`config.mk`:
```
export PLATFORM = sky130hd
export DESIGN_NAME = rstatus_queue_flat
export DESIGN_NICKNAME = d
export VERILOG_FILES = /design/src/rtl/rstatus_queue_if.sv /design/src/rtl/rstatus_queue.sv /design/src/flat_wrapper.sv
export SDC_FILE = /design/constraint.sdc
export NUM_CORES = 1
export LEC_CHECK = 0
export BUFFER_PORTS_ARGS = -buffer_cell sky130_fd_sc_hd__buf_2
export CORE_MARGIN = 8
export CORE_UTILIZATION = 50
export CTS_BUF_LIST = sky130_fd_sc_hd__clkbuf_2 sky130_fd_sc_hd__clkbuf_4 sky130_fd_sc_hd__clkbuf_8
export DETAILED_ROUTE_END_ITERATION = 8
export PLACE_DENSITY = 0.8
export SLEW_MARGIN = 20
export SYNTH_ARGS = -nofsm -noshare
export SYNTH_HDL_FRONTEND = slang
export SYNTH_SLANG_ARGS = --single-unit
```
`constraint.sdc`:
```
create_clock -name clock -period 4.35 [get_ports clock]
set_input_delay 0.87 -clock clock [delete_from_list [all_inputs] [get_ports clock]]
set_output_delay 0.87 -clock clock [all_outputs]
set_load 0.05 [all_outputs]
```
`src/rtl/rstatus_queue_if.sv`:
```
// Execute-side event inputs and $rstatus writeback port of the rstatus queue.
interface rstatus_queue_if #(
    parameter int DATA_W = 32,
    parameter int DEPTH  = 4,
    parameter int DROP_W = 8
);
    localparam int PW = $clog2(DEPTH) + 1;

    logic              ex_valid;
    logic [4:0]        op;
    logic [4:0]        alu_op;
    logic              exc;
    logic              clear;
    logic              wb_ready;
    logic              wb_valid;
    logic [DATA_W-1:0] wb_data;
    logic [4:0]        wb_reg;
    logic [PW-1:0]     pending;
    logic              full;
    logic [DROP_W-1:0] drop_count;

    modport master (
        output ex_valid, op, alu_op, exc, clear, wb_ready,
        input  wb_valid, wb_data, wb_reg, pending, full, drop_count
    );

    modport slave (
        input  ex_valid, op, alu_op, exc, clear, wb_ready,
        output wb_valid, wb_data, wb_reg, pending, full, drop_count
    );
endinterface

```
`src/rtl/rstatus_queue.sv`:
```
// Decodes ALU/mult/div exceptions into $rstatus codes and queues them
// for the register-file writeback port, one write per cycle.
module rstatus_queue #(
    parameter int DATA_W      = 32,
    parameter int DEPTH       = 4,
    parameter int RSTATUS_REG = 30,
    parameter int MODE        = 0,
    parameter int DROP_W      = 8
) (
    input  logic            clock,
    input  logic            reset,
    rstatus_queue_if.slave  bus
);
    localparam int AW = $clog2(DEPTH);
    localparam int PW = AW + 1;

    logic [2:0]        code;
    logic              evt;
    logic [PW-1:0]     count;
    logic [2:0]        head_code;
    logic [DROP_W-1:0] drops;

    // Status code of the instruction in execute; 0 means "no status"
    always_comb begin
        code = 3'd0;
        if (bus.op == 5'b00101) begin
            code = 3'd2;
        end else if (bus.op == 5'b00000) begin
            case (bus.alu_op)
                5'b00000: code = 3'd1;
                5'b00001: code = 3'd3;
                5'b00110: code = 3'd4;
                5'b00111: code = 3'd5;
                default:  code = 3'd0;
            endcase
        end
    end

    // An exception whose instruction has no status code is not an event
    assign evt = bus.ex_valid & bus.exc & (code != 3'd0);

    generate
        if (MODE == 1) begin : g_latest
            logic       valid_q;
            logic [2:0] code_q;

            // Single entry: newest event overwrites, a pop only clears it
            // when no event arrives in the same cycle
            always_ff @(posedge clock or posedge reset) begin
                if (reset) begin
                    valid_q <= 1'b0;
                    code_q  <= 3'd0;
                end else if (bus.clear) begin
                    valid_q <= 1'b0;
                end else if (evt) begin
                    valid_q <= 1'b1;
                    code_q  <= code;
                end else if (valid_q && bus.wb_ready) begin
                    valid_q <= 1'b0;
                end
            end

            assign count     = PW'(valid_q);
            assign head_code = code_q;
            assign drops     = '0;
        end else begin : g_fifo
            logic [2:0]        mem [DEPTH];
            logic [AW-1:0]     rd_ptr;
            logic [AW-1:0]     wr_ptr;
            logic [PW-1:0]     cnt;
            logic [DROP_W-1:0] drop_q;
            logic              deq;
            logic              is_full;
            logic              enq;

            // A pop frees a slot in the same cycle, so a full queue still
            // accepts an event when the head is being written back
            assign deq     = (cnt != '0) & bus.wb_ready;
            assign is_full = (cnt == PW'(DEPTH));
            assign enq     = evt & (~is_full | deq);

            // Code storage; contents only matter where cnt says they are live
            always_ff @(posedge clock) begin
                if (enq && !bus.clear)
                    mem[wr_ptr] <= code;
            end

            // Pointers and occupancy; clear outranks push and pop
            always_ff @(posedge clock or posedge reset) begin
                if (reset) begin
                    rd_ptr <= '0;
                    wr_ptr <= '0;
                    cnt    <= '0;
                end else if (bus.clear) begin
                    rd_ptr <= '0;
                    wr_ptr <= '0;
                    cnt    <= '0;
                end else begin
                    if (enq) wr_ptr <= wr_ptr + AW'(1);
                    if (deq) rd_ptr <= rd_ptr + AW'(1);
                    case ({enq, deq})
                        2'b10:   cnt <= cnt + PW'(1);
                        2'b01:   cnt <= cnt - PW'(1);
                        default: cnt <= cnt;
                    endcase
                end
            end

            // Saturating count of events lost to a full, non-draining queue
            always_ff @(posedge clock or posedge reset) begin
                if (reset) begin
                    drop_q <= '0;
                end else if (bus.clear) begin
                    drop_q <= '0;
                end else if (evt && is_full && !deq && drop_q != '1) begin
                    drop_q <= drop_q + DROP_W'(1);
                end
            end

            assign count     = cnt;
            assign head_code = mem[rd_ptr];
            assign drops     = drop_q;
        end
    endgenerate

    // Outputs come straight from state; data is forced to 0 when empty so
    // stale storage never shows on the port
    assign bus.wb_valid   = (count != '0);
    assign bus.wb_data    = bus.wb_valid ? DATA_W'(head_code) : '0;
    assign bus.wb_reg     = 5'(RSTATUS_REG);
    assign bus.pending    = count;
    assign bus.full       = (MODE == 1) ? bus.wb_valid : (count == PW'(DEPTH));
    assign bus.drop_count = drops;
endmodule

```
`src/flat_wrapper.sv`:
```
// flat-port wrapper written by rule: the top's interface ports become plain ports
module rstatus_queue_flat 
#(
    parameter int DATA_W      = 32,
    parameter int DEPTH       = 4,
    parameter int RSTATUS_REG = 30,
    parameter int MODE        = 0,
    parameter int DROP_W      = 8
)
  (clock, reset, bus_ex_valid, bus_op, bus_alu_op, bus_exc, bus_clear, bus_wb_ready, bus_wb_valid, bus_wb_data, bus_wb_reg, bus_pending, bus_full, bus_drop_count);
  rstatus_queue_if #(.DATA_W(DATA_W), .DEPTH(DEPTH), .DROP_W(DROP_W)) bus_i ();
  input  logic clock;
  input  logic reset;
  input wire logic [$bits(bus_i.ex_valid)-1:0] bus_ex_valid;
  input wire logic [$bits(bus_i.op)-1:0] bus_op;
  input wire logic [$bits(bus_i.alu_op)-1:0] bus_alu_op;
  input wire logic [$bits(bus_i.exc)-1:0] bus_exc;
  input wire logic [$bits(bus_i.clear)-1:0] bus_clear;
  input wire logic [$bits(bus_i.wb_ready)-1:0] bus_wb_ready;
  output wire logic [$bits(bus_i.wb_valid)-1:0] bus_wb_valid;
  output wire logic [$bits(bus_i.wb_data)-1:0] bus_wb_data;
  output wire logic [$bits(bus_i.wb_reg)-1:0] bus_wb_reg;
  output wire logic [$bits(bus_i.pending)-1:0] bus_pending;
  output wire logic [$bits(bus_i.full)-1:0] bus_full;
  output wire logic [$bits(bus_i.drop_count)-1:0] bus_drop_count;
  assign bus_i.ex_valid = bus_ex_valid;
  assign bus_i.op = bus_op;
  assign bus_i.alu_op = bus_alu_op;
  assign bus_i.exc = bus_exc;
  assign bus_i.clear = bus_clear;
  assign bus_i.wb_ready = bus_wb_ready;
  assign bus_wb_valid = bus_i.wb_valid;
  assign bus_wb_data = bus_i.wb_data;
  assign bus_wb_reg = bus_i.wb_reg;
  assign bus_pending = bus_i.pending;
  assign bus_full = bus_i.full;
  assign bus_drop_count = bus_i.drop_count;
  rstatus_queue #(.DATA_W(DATA_W), .DEPTH(DEPTH), .RSTATUS_REG(RSTATUS_REG), .MODE(MODE), .DROP_W(DROP_W)) u_core (.clock(clock), .reset(reset), .bus(bus_i));
endmodule
```
==> flow_summary_export.csv, run 1 <==
group,metric,value,unit
status,outcome,"finished clean",
sta,tns,0,ns
clocking,clkSinkCount,27,
sta,fin_skew,0.00478,ns
floorplanning,initial_core_util,0.519,
yosys,ys.flop_type,"dfrtp_1",
power,cellPowerDensity,453,mW/mm²
clocking,holdBufCountCts,0,
sta,fin_ws,1.61,ns
sta,worstMarginPinSlew,0.753,ns
detailed_routing,drc_errors,0,
critical_path,path_class,"in -> reg",
floorplanning,std_cell_rows,22,
global_routing,grt_max_degree,22,
clocking,cts_tree,"done",
yosys,yosys.area_share.simple,0.211,
yosys,yosys-top-cells-area,"dfrtp_1, edfxtp_1, buf_4",
power,total_power,0.893,mW
yosys,synth_top_area_cell,"dfrtp_1",
power,power_frac_comb,0.483,
power,seq_power_share,0.350,
detailed_routing,wirelength,3520,µm
yosys,synth.area.mux_share,0.0677,
layout,drive_gt1_frac,0.318,
yosys,yosysMostFrequentCell,"buf_4",
critical_path,cp_slowest_stage_delay,0.61,ns
detailed_routing,ant_nets,0,
sta,hold_viol,0,
clocking,cts_buffers,3,
sta,fmax,366,MHz
critical_path,cp_num_buf_inv,1,
global_routing,overflow,0,
global_routing,met2_usage,0.190,
clocking,insertion_delay,0.27,ns
clocking,cts_resized,0,
sta,whs,0.575,ns
power,netSwitchingPower,0.404,mW
global_routing,grt_pass1_wl,5740,µm
yosys,async_reset_ff_frac,0.556,
floorplanning,dieArea,0.00599,mm²
clocking,htreeDepth,1,
power,p_leak,0.865,nW
yosys,synth-edff-count,12,
yosys,avgSynthCellArea,11.0,µm²
critical_path,crit_family,"compound AO/OA/AOI/OAI gates",
power,clockPowerShare,0.167,
critical_path,endpoint_kind,"flip-flop",
clocking,cts_root_buffer,"clkbuf_8",
placement,hpwl,2810,µm
critical_path,crit_required,4.52,ns
layout,antenna_cells,0,
detailed_routing,vias,1182,
clocking,clk_pin_slew,0.09,ns
clocking,cts_max_path_buffers,2,
flow_run,maxCapViolations,0,
sta,final_max_slew_viol_count,0,
global_routing,grt_use_total,0.115,
yosys,yosysSeqAreaShare,0.390,
yosys,synth_top_family_by_area,"simple AND/OR/NAND/NOR gates",
sta,setup_viol,0,
global_routing,met3_usage,0.0472,
yosys,syn_area,0.00188,mm²
global_routing,use_met1,0.131,
yosys,synth_commonest_cells,"buf_4, nor2_1, dfrtp_1",
floorplanning,die_w,77.4,µm
yosys,ys_ff_latch,27,
floorplanning,die_h,77.4,µm
power,p_int,0.489,mW
placement,port_buffers,31,
yosys,yosysWarningCount,0,
detailed_routing,avgRoutedWirePerCell,14.3,µm
critical_path,crit_path_cell_trace,"buf_2 -> xnor2_1 -> a22oi_2 -> o21ai_4 -> fa_1 -> nor2_2 -> o2bb2a_4 -> mux2_4",
critical_path,cp-start-kind,"input port",
power,p_sw_frac,0.452,
sta,rsz0062_at_grt,"no",
critical_path,crit_path_top_delay_cell,"a22oi_2",
critical_path,worst-path-max-fanout,11,
sta,slew_headroom,0.498,
yosys,synth.top_cell.area_share,0.199,
sta,fin_crit,2.74,ns
detailed_routing,drt_first_pass_iters,4,
critical_path,r2r_slack,2.15,ns
global_routing,busiest_layer,"met2",
floorplanning,design.core.area,0.00363,mm²
global_routing,grt_pass1_vias,1225,
detailed_routing,vias_per_cell,4.80,
yosys,synth_compound_area_frac,0.0611,
detailed_routing,first_iter_violations,84,
sta,min_period_over_period,0.629,
clocking,postCtsSetupRepairBufs,0,
yosys,ys_types,42,
layout,post-route-util,0.542,
layout,nNetsFinal,221,
global_routing,grt_antenna_before_repair,0,
yosys,synthXorXnorAreaFrac,0.0511,
floorplanning,ioPinCount,66,
yosys,syn_inst,172,
placement,place_ws,1.33,ns
layout,area_growth_syn_to_layout,4.52,%
critical_path,worstPathArrival,2.90,ns
power,ir_worst_vdd,0.176,mV
placement,routabilityCongestion,0.749,
hold_path,min_path_type,"reg -> reg",
yosys,post_synth_fa_ha_maj_area_fraction,0.0438,
## power by group through the flow
stage / logic, mW / clock network (mW) / registers [mW]
CTS: 0.433 / 0.151 / 0.314
global placement: 0.426 / 0 / 0.318
floorplan: 0.377 / 0 / 0.343
detailed placement: 0.432 / 0 / 0.319
finish: 0.431 / 0.149 / 0.313
global route: 0.461 / 0.162 / 0.319
## layer usage
layer  up-vias  share of wire
li1        571              -
met3         5          0.095
met2        52           0.49
met4         0          0.014
met5         -              0
met1       554           0.40
## through the flow
step,instance area (µm²),cells
2_1_floorplan,2000,204
3_3_place_gp,1920,242
3_5_place_dp,1920,242
4_1_cts,1970,246
5_1_grt,1970,246
6_report,1970,246
## worst paths after layout
check | to | start | depth (start not counted)
max | u_core.bus.pending[2]$_DFFE_PP0P_ | bus_alu_op[1] | 8
min | u_core.bus.drop_count[6]$_DFFE_PP0P_ | u_core.bus.drop_count[6]$_DFFE_PP0P_ | 2
max reg2reg | u_core.bus.pending[1]$_DFFE_PP0P_ | u_core.bus.pending[1]$_DFFE_PP0P_ | 6
min reg2reg | u_core.bus.drop_count[6]$_DFFE_PP0P_ | u_core.bus.drop_count[6]$_DFFE_PP0P_ | 2
max in group asynchronous | u_core.g_fifo.rd_ptr[1]$_DFFE_PP0P_ | reset | 2
min in group asynchronous | u_core.bus.drop_count[7]$_DFFE_PP0P_ | reset | 2
## cells in the final DEF, fill, tap and decap left out, types with 2 or more instances in the layout
master	count
nor4_2	4
and3_1	3
mux4_2	3
nor3_2	2
nand3_1	4
clkbuf_8	3
mux2_4	2
nand2_1	6
xnor2_1	10
dfrtp_1	15
and2_2	3
ha_1	5
inv_1	6
nor2b_1	2
mux2i_1	3
nor3b_2	4
nor4b_2	2
conb_1	34
nor2_1	21
nor2_2	2
buf_2	31
o211ai_1	2
edfxtp_1	12
or3_1	2
## tightest hold or removal path, cell delays in order (launching register included)
cell     delay, ns
dfrtp_1       0.39
xnor2_1       0.13
nor2_1        0.04
## cell families (layout without fill, tap and decap cells)
family | Yosys count | in the layout
DFF | 27 | 27
buffers and inverters | 47 | 41
muxes | 8 | 8
adders and majority gates | 6 | 6
and+or+nand+nor | 60 | 60
AOI/OAI and AO/OA | 11 | 11
xor gates and xnor gates | 11 | 11
other | 2 | 34
## state kept, by name, indices dropped and copies added, names as in the netlist
signal / cells
u_core.bus.drop_count: 8
u_core.g_fifo.wr_ptr: 2
u_core.g_fifo.rd_ptr: 2
u_core.bus.pending: 3
u_core.g_fifo.mem: 12
## layout make-up
cell class	count	area (µm²)
timing repair buffer	31	155
tap	48	60.1
fill	315	1660
inverter	6	22.5
multi-input combinational	130	947
clock buffer	4	48.8
sequential	27	736
Note: power is estimated with default switching activity, not from simulation.
==> inputs of run 2 (changes only) <==
==> constraint.sdc (replaced) <==
create_clock -name clock -period 2.85 [get_ports clock]
set_input_delay 0.57 -clock clock [delete_from_list [all_inputs] [get_ports clock]]
set_output_delay 0.57 -clock clock [all_outputs]
set_load 0.05 [all_outputs]
==> run 2 against run 1 <==
Clock skew is 0.0028 ns higher; critical endpoint unchanged; sequential share of layout area is 0.095 points lower; first-iteration DRC count is 39% lower.
==> flow_summary_export.csv, run 2 (same netlist as run 1, synthesis figures left out) <==
group,metric,value,unit
critical_path,r2r-end,"u_core.bus.pending[1]$_DFFE_PP0P_",
flow_run,maxCapViolations,0,
detailed_routing,ant_nets,0,
clocking,clkSinkCount,27,
layout,fillerInstances,325,
sta,fmax,411,MHz
layout,final_common_cell,"conb_1",
clocking,postCtsSetupRepairBufs,0,
floorplanning,std_cell_rows,22,
placement,dpl.cell_count,243,
critical_path,cp_slowest_stage_delay,0.61,ns
power,cellPowerDensity,685,mW/mm²
floorplanning,initial_core_util,0.519,
critical_path,reg2reg_from,"u_core.bus.pending[1]$_DFFE_PP0P_",
floorplanning,design.core.area,0.00363,mm²
layout,regMostFlops,"u_core.g_fifo.mem",
global_routing,overflow,0,
sta,rsz0062_at_grt,"no",
sta,slew_headroom,0.503,
layout,largest_register_ffs,12,
clocking,cts_tree,"done",
detailed_routing,avgRoutedWirePerCell,13.5,µm
critical_path,endpoint_kind,"flip-flop",
placement,routabilityCongestion,0.763,
layout,antenna_cells,0,
layout,most-common-layout-cells,"conb_1, buf_2, nor2_1",
floorplanning,ioPinCount,66,
clocking,clk_pin_slew,0.09,ns
floorplanning,die_h,77.4,µm
critical_path,reg2regPathDepth,6,
sta,fin_crit,2.44,ns
hold_path,min_path_type,"in -> async",
floorplanning,dieArea,0.00599,mm²
floorplanning,die_w,77.4,µm
layout,drive_gt1_frac,0.322,
detailed_routing,wirelength,3330,µm
global_routing,grt_use_total,0.112,
sta,setup_viol,0,
layout,area_growth_syn_to_layout,4.78,%
critical_path,cp-start-kind,"input port",
clocking,insertion_delay,0.27,ns
layout,final_cells,247,
clocking,cts_buffers,3,
critical_path,worstPathArrival,2.59,ns
placement,hpwl,2650,µm
detailed_routing,drt_first_pass_iters,4,
critical_path,crit_required,3.01,ns
sta,worstMarginPinSlew,0.746,ns
global_routing,grt_antenna_before_repair,0,
critical_path,path_class,"in -> reg",
sta,min_period_over_period,0.855,
clocking,cts_max_path_buffers,2,
clocking,cts_resized,0,
critical_path,worst-path-max-fanout,11,
detailed_routing,vias_per_cell,4.79,
clocking,cts_root_buffer,"clkbuf_8",
critical_path,r2r_slack,0.64,ns
placement,port_buffers,31,
critical_path,crit_path_top_delay_cell,"a22oi_2",
sta,hold_viol,0,
global_routing,grt_pass1_vias,1212,
global_routing,grt_max_degree,22,
status,outcome,"finished clean",
detailed_routing,vias,1183,
clocking,htreeDepth,1,
detailed_routing,first_iter_violations,51,
critical_path,crit_path_cell_trace,"buf_2 -> xnor2_1 -> a22oi_2 -> o21ai_4 -> fa_1 -> nor2_2 -> o2bb2a_4 -> mux2_4",
sta,tns,0,ns
clocking,holdBufCountCts,0,
sta,fin_skew,0.00762,ns
detailed_routing,drc_errors,0,
power,p_leak,0.869,nW
sta,final_max_slew_viol_count,0,
global_routing,grt_pass1_wl,5620,µm
layout,nNetsFinal,222,
power,ir_worst_vdd,0.287,mV
run 2: changes by cell type in the layout (fill, tap and decap cells not counted):
cell      previous run  this run
clkinv_2             0         1
clkbuf_4             1         0
buf_4                0         1
run 2: routing by layer:
metal | share of wire | wire length (µm) | up-vias | GRT usage
li1 | - | - | 570 | -
met1 | 0.42 | 1410 | 554 | 0.129
met2 | 0.47 | 1550 | 53 | 0.182
met3 | 0.089 | 295 | 6 | 0.0438
met4 | 0.020 | 68 | 0 | 0.0472
met5 | 0 | 0 | - | 0
run 2: metrics by stage:
stage	worst slack (ns)	area [µm²]	power, mW	util	hold slack (ns)
5_1_grt	0.320	1970	1.42	0.543	0.402
6_report	0.414	1970	1.35	0.543	0.334
2_1_floorplan	0.438	2000	1.10	-	0.471
4_1_cts	0.407	1970	1.36	0.543	0.362
3_5_place_dp	0.121	1930	1.15	0.531	0.551
3_3_place_gp	0.191	1930	1.14	0.531	0.549
run 2: report_power, final:
part	total [mW]	internal (mW)	switching, mW
Combinational	0.663	0.209	0.453
Sequential	0.476	0.428	0.0476
Clock	0.214	0.0979	0.116
Total	1.35	0.735	0.617
run 2: worst max path at each step:
stage	depth (start not counted)	slack [ns]	from	endpoint
final	8	0.41	bus_alu_op[1]	u_core.bus.pending[2]$_DFFE_PP0P_
after global routing	8	0.32	bus_alu_op[1]	u_core.bus.pending[2]$_DFFE_PP0P_
after CTS	8	0.41	bus_alu_op[1]	u_core.bus.pending[2]$_DFFE_PP0P_
after detailed placement	8	0.12	bus_alu_op[1]	u_core.bus.pending[2]$_DFFE_PP0P_
after global placement	8	0.19	bus_alu_op[1]	u_core.bus.pending[2]$_DFFE_PP0P_
after floorplan	8	0.44	u_core.bus.pending[1]$_DFFE_PP0P_	u_core.bus.pending[2]$_DFFE_PP0P_
run 2: area by class of cell:
cell class / instances / area (µm²) / share of cell area
multi-input cells: 130 / 947 / 0.480
well taps: 48 / 60.1 / 0.0304
repair buffers: 32 / 163 / 0.0824
flip-flops and latches: 27 / 736 / 0.373
inverters: 6 / 22.5 / 0.0114
clock inverters: 1 / 5.00 / 0.00253
clock buffers: 3 / 41.3 / 0.0209
run 2: worst max-delay path: cells and delay by family:
kind                     cells  cell delay (ns)
multiplexers                 1             0.29
AO/OA/AOI/OAI                3             0.93
AND/OR/NAND/NOR              1             0.14
adder cells (fa/ha/maj)      1             0.42
XOR/XNOR                     1             0.13
buffers and inverters        1             0.12
